File: config.mk
export PLATFORM = sky130hd
export DESIGN_NAME = button_conditioner
export DESIGN_NICKNAME = d
export VERILOG_FILES = /design/src/rtl/button_pkg.sv /design/src/rtl/button_channel.sv /design/src/rtl/button_conditioner.sv
export SDC_FILE = /design/constraint.sdc
export NUM_CORES = 1
export LEC_CHECK = 0
export ABC_AREA = 0
export BUFFER_PORTS_ARGS = -buffer_cell sky130_fd_sc_hd__buf_2
export CORE_ASPECT_RATIO = 1.1
export CORE_MARGIN = 2
export CORE_UTILIZATION = 55
export DETAILED_ROUTE_END_ITERATION = 12
export PLACE_DENSITY = 0.73
export SYNTH_ARGS = -nofsm -noshare
export SYNTH_HDL_FRONTEND = slang
export SYNTH_HIERARCHICAL = 1
export SYNTH_SLANG_ARGS = --single-unit
File: constraint.sdc
create_clock -name Clock -period 2.63 [get_ports Clock]
set_input_delay 0.263 -clock Clock [delete_from_list [all_inputs] [get_ports Clock]]
set_output_delay 0.263 -clock Clock [all_outputs]
set_load 0.005 [all_outputs]
File: src/rtl/button_pkg.sv
// Shared types for the push-button / sensor front-end.
`default_nettype none

package button_pkg;

  typedef enum logic [1:0] {
    REL  = 2'd0,
    HELD = 2'd1,
    LONG = 2'd2
  } hold_state_t;

endpackage

`default_nettype wire

File: src/rtl/button_channel.sv
// One input channel: synchroniser, debounce, and click / long-press / auto-repeat FSM.
`default_nettype none

module button_channel
  import button_pkg::*;
#(
  parameter int SYNC_STAGES   = 2,
  parameter int DEB_CYCLES    = 160,
  parameter int LONG_CYCLES   = 65536,
  parameter int REPEAT_CYCLES = 8192,
  parameter bit REP_EN        = 1'b0
) (
  input  logic Clock,
  input  logic nReset,
  input  logic n_in,
  output logic pressed,
  output logic press,
  output logic click,
  output logic long_press,
  output logic repeat_pulse
);

  localparam int DEB_W  = $clog2(DEB_CYCLES + 1);
  localparam int HOLD_W = $clog2(LONG_CYCLES);
  localparam int REP_W  = $clog2(REPEAT_CYCLES + 1);

  localparam logic [DEB_W-1:0]  DEB_LAST  = DEB_W'(DEB_CYCLES - 1);
  localparam logic [DEB_W-1:0]  DEB_ONE   = DEB_W'(1);
  localparam logic [HOLD_W-1:0] HOLD_LAST = HOLD_W'(LONG_CYCLES - 1);
  localparam logic [HOLD_W-1:0] HOLD_ONE  = HOLD_W'(1);
  localparam logic [REP_W-1:0]  REP_LAST  = REP_W'(REPEAT_CYCLES - 1);
  localparam logic [REP_W-1:0]  REP_ONE   = REP_W'(1);

  logic [SYNC_STAGES-1:0] sync_q, sync_d;
  logic [DEB_W-1:0]       deb_cnt_q, deb_cnt_d;
  logic [HOLD_W-1:0]      hold_cnt_q, hold_cnt_d;
  logic [REP_W-1:0]       rep_cnt_q, rep_cnt_d;
  logic                   level_q, level_d;
  hold_state_t            state_q, state_d;
  logic                   press_q, press_d;
  logic                   click_q, click_d;
  logic                   long_q, long_d;
  logic                   rep_q, rep_d;
  logic                   raw_pressed;
  logic                   level_rise, level_fall;

  always_comb begin
    sync_d      = {sync_q[SYNC_STAGES-2:0], n_in};
    raw_pressed = ~sync_q[SYNC_STAGES-1];

    // Any cycle where the synchronised input agrees with the level restarts the count.
    level_d   = level_q;
    deb_cnt_d = '0;
    if (raw_pressed != level_q) begin
      if (deb_cnt_q == DEB_LAST) begin
        level_d = raw_pressed;
      end else begin
        deb_cnt_d = deb_cnt_q + DEB_ONE;
      end
    end

    level_rise = level_d & ~level_q;
    level_fall = ~level_d & level_q;

    state_d    = state_q;
    hold_cnt_d = hold_cnt_q;
    rep_cnt_d  = rep_cnt_q;
    press_d    = 1'b0;
    click_d    = 1'b0;
    long_d     = 1'b0;
    rep_d      = 1'b0;

    // A release always takes priority over a terminal count in the same cycle.
    case (state_q)
      REL: begin
        if (level_rise) begin
          state_d    = HELD;
          press_d    = 1'b1;
          hold_cnt_d = '0;
        end
      end
      HELD: begin
        if (level_fall) begin
          state_d    = REL;
          click_d    = 1'b1;
          hold_cnt_d = '0;
        end else if (hold_cnt_q == HOLD_LAST) begin
          state_d    = LONG;
          long_d     = 1'b1;
          hold_cnt_d = '0;
          rep_cnt_d  = '0;
        end else begin
          hold_cnt_d = hold_cnt_q + HOLD_ONE;
        end
      end
      LONG: begin
        if (level_fall) begin
          state_d   = REL;
          rep_cnt_d = '0;
        end else if (rep_cnt_q == REP_LAST) begin
          rep_cnt_d = '0;
          rep_d     = REP_EN;
        end else begin
          rep_cnt_d = rep_cnt_q + REP_ONE;
        end
      end
      default: begin
        state_d    = REL;
        hold_cnt_d = '0;
        rep_cnt_d  = '0;
      end
    endcase
  end

  always_ff @(posedge Clock or negedge nReset) begin
    if (!nReset) begin
      sync_q     <= '1;
      deb_cnt_q  <= '0;
      hold_cnt_q <= '0;
      rep_cnt_q  <= '0;
      level_q    <= 1'b0;
      state_q    <= REL;
      press_q    <= 1'b0;
      click_q    <= 1'b0;
      long_q     <= 1'b0;
      rep_q      <= 1'b0;
    end else begin
      sync_q     <= sync_d;
      deb_cnt_q  <= deb_cnt_d;
      hold_cnt_q <= hold_cnt_d;
      rep_cnt_q  <= rep_cnt_d;
      level_q    <= level_d;
      state_q    <= state_d;
      press_q    <= press_d;
      click_q    <= click_d;
      long_q     <= long_d;
      rep_q      <= rep_d;
    end
  end

  assign pressed      = level_q;
  assign press        = press_q;
  assign click        = click_q;
  assign long_press   = long_q;
  assign repeat_pulse = rep_q;

endmodule

`default_nettype wire

File: src/rtl/button_conditioner.sv
// N-channel button conditioner: one independent button_channel per active-low input pin.
`default_nettype none

module button_conditioner
  import button_pkg::*;
#(
  parameter int              N_CH          = 4,
  parameter int              SYNC_STAGES   = 2,
  parameter int              DEB_CYCLES    = 160,
  parameter int              LONG_CYCLES   = 65536,
  parameter int              REPEAT_CYCLES = 8192,
  parameter logic [N_CH-1:0] REPEAT_EN     = '0
) (
  input  logic            Clock,
  input  logic            nReset,
  input  logic [N_CH-1:0] nIn,
  output logic [N_CH-1:0] pressed,
  output logic [N_CH-1:0] press,
  output logic [N_CH-1:0] click,
  output logic [N_CH-1:0] long_press,
  output logic [N_CH-1:0] repeat_pulse
);

  if (SYNC_STAGES < 2) begin : g_bad_sync
    $error("button_conditioner: SYNC_STAGES must be at least 2");
  end
  if (DEB_CYCLES < 1) begin : g_bad_deb
    $error("button_conditioner: DEB_CYCLES must be at least 1");
  end
  if (LONG_CYCLES <= DEB_CYCLES) begin : g_bad_long
    $error("button_conditioner: LONG_CYCLES must exceed DEB_CYCLES");
  end
  if (REPEAT_CYCLES < 1) begin : g_bad_rep
    $error("button_conditioner: REPEAT_CYCLES must be at least 1");
  end

  for (genvar i = 0; i < N_CH; i++) begin : g_ch
    button_channel #(
      .SYNC_STAGES  (SYNC_STAGES),
      .DEB_CYCLES   (DEB_CYCLES),
      .LONG_CYCLES  (LONG_CYCLES),
      .REPEAT_CYCLES(REPEAT_CYCLES),
      .REP_EN       (REPEAT_EN[i])
    ) u_channel (
      .Clock       (Clock),
      .nReset      (nReset),
      .n_in        (nIn[i]),
      .pressed     (pressed[i]),
      .press       (press[i]),
      .click       (click[i]),
      .long_press  (long_press[i]),
      .repeat_pulse(repeat_pulse[i])
    );
  end

endmodule

`default_nettype wire

==> summary.txt, run 1 <==
Status
  • Status: complete, no violations

Timing
  • Tcrit/Tclk final: 0.8167
  • Slew margin rel.: 0.5484
  • Clk_skew: 11.58 ps
  • Max Fclk: 465.6 MHz
  • Fin. max-slew vios: 0
  • Setup violators final: 0
  • Setup ws final: 482.1 ps
  • Setup TNS Final: 0 ps
  • Min cycle time layout: 2148 ps
  • RSZ-0062 raised after global routing: no
  • Worst slew pin tran: 677.3 ps
  • Final hold vios: 0

Power and ir drop
  • Sequential Power Share: 0.482
  • Pwr Density: 591.9 mW/mm²
  • Int Pwr: 3.327 mW
  • Net Sw Frac: 0.2062
  • Psw: 0.8643 mW
  • Clock power share: 0.495
  • Peak VDD IR: 497.3 µV
  • Comb pwr share: 0.023
  • Leak pwr: 3.027 nW

Synthesis
  • Post-synth EDFFs: 0
  • Mapped Cells: 634
  • Netlist Area Pre-Place: 0.006312 mm²
  • Syn nets: 648
  • Count of cell types in the netlist: 56
  • Syn avg cell area: 9.956 µm²
  • Post-synth top flop: dfrtp_1
  • Synthesis Warnings: 6
  • Async S/R FF share, synth: 1.000
  • #FFs+latches synth: 128
  • Seq/Total Area, Yosys: 0.5090

Clock network
  • Post-CTS Setup Inserts: 0
  • TritonCTS Buffers: 17
  • Clk root buf: clkbuf_16
  • Clock sinks: 128
  • Clk_lat worst skew: 420 ps
  • Clock tree from TritonCTS: yes
  • H-tree depth: 4
  • CTS Buffer Depth: 2
  • Worst-path clk slew: 50 ps

Placed design
  • Buffers on Ports: 21
  • Placer congestion estimate: 0.8236
  • Placed Cells: 791
  • Post-DP HPWL: 8160 µm
  • Pre-CTS setup slack: 477.9 ps

Floorplan
  • Full die area: 0.01235 mm²
  • IO Count: 26
  • Die width: 106.1 µm
  • Die H: 116.4 µm
  • Core Box Area: 0.01134 mm²
  • Starting Density: 0.5568
  • FP Rows: 41

Routing
  • Vias: 4855
  • Via/cell ratio: 5.871
  • DRC Markers: 0
  • WL/cell: 14.85 µm
  • DRT antenna net count: 0
  • Detailed Route Iter0 Violations: 253
  • Final wirelength: 12280 µm
  • First-pass DRT Iterations: 4

Final layout
  • Synthesis-to-finish area growth: 12.19%
  • Nets@finish: 679
  • Number of antenna diodes: 0
  • Fill cells: 941
  • Layout cells sized above 1: 0.1256
  • Non-filler instance count after layout: 827

Job
  • Max-cap violations: 0

Setup path
  • CP endpoint kind: flip-flop
  • R2r startpoint: g_ch[3].u_channel/deb_cnt_q[0]$_DFF_PN0_
  • Critical path startpoint category: flip-flop
  • Worst EP required: 2980 ps
  • Reg2reg setup slack: 480 ps
  • Crit path arrival time: 2490 ps
  • R2R depth: 5
  • Critical path peak fanout: 27
  • Setup Crit Path Kind: reg2reg
  • RR Endpoint: g_ch[3].u_channel/hold_cnt_q[15]$_DFFE_PN0P_

Min path
  • Hold Startpoint: g_ch[1].u_channel/sync_q[0]$_DFF_PN1_
  • Hold depth: 0
  • Worst hold path endpoint: g_ch[1].u_channel/sync_q[1]$_DFF_PN1_
  • Hold Crit Class: reg2reg

Global route
  • Gr usage total: 0.2209
  • Pin count of the biggest net entering global routing: 49
  • Initial antenna violation count: 0
  • Global-route wire length before repair: 21870 µm
  • Vias in the first global route: 4862
  • GRT overflow: 0
==> kinds of logic (layout without fill, tap and decap cells) <==
logic type | after synthesis | count (layout) | synth area share
xor+xnor | 40 | 40 | 0.05550
flops | 128 | 128 | 0.5090
simple gates | 300 | 300 | 0.2628
fa+ha+maj | 8 | 8 | 0.01586
buf+inv | 36 | 79 | 0.03370
compound gates | 118 | 118 | 0.1207
other cells | 4 | 4 | 0.002378
==> per-stage QoR <==
stage	cell area (µm²)	hold WS [ps]	power [mW]	utilization
after global routing	7082	357.0	4.337	0.6247
after detailed placement	6513	320.8	2.149	0.5744
after global placement	6513	315.9	2.142	0.5744
after CTS	7082	355.4	4.231	0.6247
after floorplan	6312	-32.59	2.091	-
final	7082	354.0	4.192	0.6247
==> cell usage after synthesis, drive strengths merged (3+ instances only) <==
cell type  count  area share
xnor2         13       0.018
nor2          56       0.034
o41ai          3      0.0042
nand2         57       0.034
a41o           4      0.0063
xor2          27       0.037
buf           15       0.021
and4           8       0.012
nor2b          6      0.0059
nor3b          5       0.010
a22o           3      0.0042
a31oi         11       0.013
nand3         51       0.044
inv           16      0.0095
a21oi         26       0.021
nand4         21       0.022
a41oi          3      0.0042
nand2b        12       0.012
and3           8      0.0079
o31ai         16       0.019
dfstp          8       0.033
nand3b         3      0.0036
nor4          16       0.020
dfrtp        120        0.48
and2           4      0.0040
clkbuf         5      0.0030
nor3          20       0.017
conb           4      0.0024
or4           11       0.014
a31o           3      0.0042
or3           17       0.017
or2            4      0.0040
ha             8       0.016
o21ai         43       0.035
==> critical path, stage by stage, from the launching register on <==
cell	delay, ps
dfrtp_1	380
ha_1	210
and4_1	390
a31oi_4	330
or4_4	610
a21oi_2	140
==> layout make-up <==
cell class                 count  area [µm²]  area share
timing repair buffer          32       215.2     0.03039
tap                          150       187.7     0.02650
multi-input combinational    470        2887      0.4076
clock buffer                  30       514.2     0.07261
sequential                   128        3213      0.4537
inverter                      16       60.06    0.008481
clock inverter                 1       5.005   0.0007067
==> sequential cells by signal, summed over array words and instances (netlist names) <==
name,cells
g_ch.u_channel/click,4
g_ch.u_channel/deb_cnt_q,32
g_ch.u_channel/hold_cnt_q,64
g_ch.u_channel/long_press,4
g_ch.u_channel/press,4
g_ch.u_channel/pressed,4
g_ch.u_channel/state_q,8
g_ch.u_channel/sync_q,8
==> layout by cell type, fill, tap and decap left out, types with 16 or more instances in the layout <==
master     instances
dfrtp_1          120
nand2_1           57
nor2_1            53
nand3_1           47
o21ai_0           28
xor2_1            27
a21oi_1           25
nand4_1           20
buf_2             20
nor3_1            19
clkbuf_16         17
or3_1             17
inv_1             16
o31ai_1           16
==> worst max-delay path by stage <==
stage	to	from	cells past startpoint
after global routing	g_ch[3].u_channel/hold_cnt_q[14]$_DFFE_PN0P_	g_ch[3].u_channel/deb_cnt_q[0]$_DFF_PN0_	5
final	g_ch[3].u_channel/hold_cnt_q[15]$_DFFE_PN0P_	g_ch[3].u_channel/deb_cnt_q[0]$_DFF_PN0_	5
after detailed placement	g_ch[3].u_channel/hold_cnt_q[7]$_DFFE_PN0P_	g_ch[3].u_channel/deb_cnt_q[0]$_DFF_PN0_	5
after floorplan	g_ch[0].u_channel/hold_cnt_q[15]$_DFFE_PN0P_	g_ch[0].u_channel/deb_cnt_q[0]$_DFF_PN0_	7
after CTS	g_ch[3].u_channel/hold_cnt_q[15]$_DFFE_PN0P_	g_ch[3].u_channel/deb_cnt_q[0]$_DFF_PN0_	5
after global placement	g_ch[3].u_channel/hold_cnt_q[15]$_DFFE_PN0P_	g_ch[3].u_channel/deb_cnt_q[0]$_DFF_PN0_	5
==> timing repair <==
action,4_1_cts,5_1_grt
gates resized for setup,0,0
endpoints found under the setup margin,0,0
hold buffers,5,0
hold endpoints to repair,47,0
==> power groups by stage <==
stage	logic, mW	registers, mW	clock network (mW)
2_1_floorplan	0.0430	2.05	0
3_3_place_gp	0.0918	2.05	0
3_5_place_dp	0.0963	2.05	0
4_1_cts	0.102	2.02	2.11
5_1_grt	0.117	2.02	2.20
6_report	0.0980	2.02	2.07
==> layer usage <==
metal  track usage  part of all wire  wire [µm]  vias to the layer above
met3       0.05190             0.033        408                       22
met2        0.3632              0.49       6057                      101
met4        0.1079             0.021        252                        0
li1              -                 -          -                     2374
met5             0                 0          0                        -
met1        0.2775              0.45       5565                     2358
Power figures use the tool's default switching activity.
==> run 2, diff against run 1 <==
==> constraint.sdc (replaced) <==
create_clock -name Clock -period 2 [get_ports Clock]
set_input_delay 0.2 -clock Clock [delete_from_list [all_inputs] [get_ports Clock]]
set_output_delay 0.2 -clock Clock [all_outputs]
set_load 0.005 [all_outputs]
==> summary.txt, run 2 (synthesis gave the netlist of run 1 again) <==
Floorplan
  • Core Box Area: 0.01134 mm² (unchanged)
  • Full die area: 0.01235 mm² (unchanged)
  • Die width: 106.1 µm (unchanged)
  • FP Rows: 41 (unchanged)
  • IO Count: 26 (unchanged)
  • Die H: 116.4 µm (unchanged)
  • Starting Density: 0.5568 (unchanged)

Setup path
  • Critical path peak fanout: 7 (-74%)
  • Worst EP required: 2350 ps (-630 ps)
  • Critical path startpoint category: flip-flop
  • Crit path arrival time: 2290 ps (-200 ps)
  • CP Cell Sequence: ha_1, and4_4, a41o_4, or2_4, or3_1, nand3_1
  • CP endpoint kind: flip-flop
  • Setup Crit Path Kind: reg2reg
  • CP top delay family: simple AND/OR/NAND/NOR gates
  • Max stage delay on crit path: 400 ps (-210 ps)
  • Slowest CP cell: dfrtp_1
  • Bufs and invs on worst path: 0 (unchanged)
  • Reg2reg setup slack: 60 ps (-420 ps)

Routing
  • Final wirelength: 12900 µm (+5.0%)
  • DRT antenna net count: 0 (unchanged)
  • DRC Markers: 0 (unchanged)
  • Detailed Route Iter0 Violations: 315 (+25%)
  • WL/cell: 15.11 µm (+1.7%)
  • First-pass DRT Iterations: 4 (unchanged)
  • Vias: 5028 (+3.6%)
  • Via/cell ratio: 5.888 (+0.29%)

Clock network
  • CTS Buffer Depth: 2 (unchanged)
  • Clock sinks: 128 (unchanged)
  • Clk root buf: clkbuf_16
  • H-tree depth: 4 (unchanged)
  • TritonCTS Buffers: 17 (unchanged)
  • Post-CTS Setup Inserts: 0 (unchanged)
  • Clk_lat worst skew: 420 ps (about the same)
  • Clock tree from TritonCTS: yes
  • Worst-path clk slew: 60 ps (about the same)

Final layout
  • Number of flip-flops in the largest register: 64 (unchanged)
  • Fill cells: 864 (-8.2%)
  • Number of antenna diodes: 0 (unchanged)
  • Layout cells sized above 1: 0.1832 (+0.05768)
  • Commonest non-fill, non-tap cells in the layout: dfrtp_1, nand2_1, nor2_1
  • Synthesis-to-finish area growth: 18.75%
  • Final core occ: 0.6612 (+0.03653)
  • Nets@finish: 705 (+3.8%)
  • Leading cell type in the layout, fill and taps excluded: dfrtp_1
  • Sequential Area: 0.003213 mm² (unchanged)
  • Layout Cell Area excl Fill: 0.007496 mm² (+5.8%)
  • Biggest regs: g_ch.u_channel/hold_cnt_q: 64 flops, g_ch.u_channel/deb_cnt_q: 32 flops
  • Footprint of the multi-input gates: 0.002970 mm² (+2.9%)
  • Largest Register: g_ch.u_channel/hold_cnt_q
  • Non-filler instance count after layout: 854 (+3.3%)

Power and ir drop
  • Clock power share: 0.545 (+0.050)
  • Net Sw Frac: 0.1988 (-0.007422)
  • Leak pwr: 3.228 nW (+6.6%)
  • Peak VDD IR: 621.5 µV (+25%)
  • Psw: 1.219 mW (+41%)
  • Pwr Density: 818.4 mW/mm² (+38%)
  • Int Pwr: 4.915 mW (+48%)
  • Comb pwr share: 0.022 (about the same)
  • Sequential Power Share: 0.433 (-0.049)
  • Tot Pwr: 6.135 mW (+46%)

Placed design
  • Buffers on Ports: 21 (unchanged)
  • Post-DP HPWL: 8442 µm (+3.5%)
  • Placed cell areas: 0.006713 mm² (+3.1%)
  • Placed Cells: 816 (+3.2%)
  • Pre-CTS setup slack: 30.99 ps (-446.9 ps)
  • Placer congestion estimate: 0.8583 (+4.2%)

Job
  • Max-cap violations: 0 (unchanged)

Status
  • Status: complete, no violations

Timing
  • Fin. max-slew vios: 0 (unchanged)
  • Slew margin rel.: 0.6473 (+0.09889)
  • Tcrit/Tclk final: 0.9690 (+0.1523)
  • Max Fclk: 516.0 MHz (+11%)
  • Setup ws final: 62.01 ps (-420.1 ps)
  • Setup TNS Final: 0 ps (unchanged)
  • Clk_skew: 6.340 ps (-5.243 ps)
  • Setup violators final: 0 (unchanged)
  • Hold slack: 232.3 ps (-121.7 ps)
  • Min cycle time layout: 1938 ps (-209.9 ps)
  • Worst slew pin tran: 524.2 ps (-153.2 ps)
  • Final hold vios: 0 (unchanged)

Global route
  • Vias in the first global route: 4708 (-3.2%)
  • Initial antenna violation count: 0 (unchanged)
  • Pin count of the biggest net entering global routing: 54 (+10%)
  • Gr usage total: 0.2189 (-0.002064)
  • GRT overflow: 0 (unchanged)
  • Global-route wire length before repair: 21670 µm (-0.95%)

Min path
  • Hold Crit Class: in2async
-- run 2: changes by cell type in the layout (fill, tap and decap cells not counted), sizes merged --
cell / before / now
a31oi: 11 / 12
buf: 27 / 52
bufinv: 0 / 4
clkbuf: 30 / 22
clkinv: 1 / 4
clkinvlp: 0 / 2
-- run 2: timing repair --
action                                 in CTS  in global routing
endpoints found under the hold margin      25                  0
setup endpoints to repair                   0                 27
hold buffers                                5                  0
resized for setup                           0                 13
-- run 2: final timing paths --
check,cells past startpoint,from,to
worst max-delay path,6,g_ch[0].u_channel/deb_cnt_q[0]$_DFF_PN0_,g_ch[0].u_channel/hold_cnt_q[8]$_DFFE_PN0P_
worst min-delay path,2,nReset,g_ch[2].u_channel/long_press$_DFF_PN0_
worst max register to register,6,g_ch[0].u_channel/deb_cnt_q[0]$_DFF_PN0_,g_ch[0].u_channel/hold_cnt_q[8]$_DFFE_PN0P_
worst min register to register,0,g_ch[3].u_channel/sync_q[0]$_DFF_PN1_,g_ch[3].u_channel/sync_q[1]$_DFF_PN1_
max in group asynchronous,3,nReset,g_ch[2].u_channel/sync_q[0]$_DFF_PN1_
min in group Clock,0,g_ch[3].u_channel/sync_q[0]$_DFF_PN1_,g_ch[3].u_channel/sync_q[1]$_DFF_PN1_
-- run 2: power groups by stage --
stage	logic (mW)	clock network (mW)	registers [mW]
2_1_floorplan	0.0565	0	2.69
3_3_place_gp	0.128	0	2.70
3_5_place_dp	0.133	0	2.70
4_1_cts	0.142	3.40	2.65
5_1_grt	0.162	3.52	2.66
6_report	0.138	3.34	2.66
-- run 2: final cells by class --
type / instances / area share
tap: 150 / 0.02504
clock buffer: 22 / 0.06593
timing repair buffer: 57 / 0.05542
sequential: 128 / 0.4286
inverter: 16 / 0.008012
multi-input combinational: 471 / 0.3963
clock inverter: 10 / 0.02070
-- run 2: routing by layer --
metal / global-route usage / wire, µm / vias up
li1: - / - / 2438
met1: 0.2803 / 5799 / 2488
met2: 0.3650 / 6574 / 88
met3: 0.04911 / 379 / 14
met4: 0.08772 / 146 / 0
met5: 0 / 0 / -
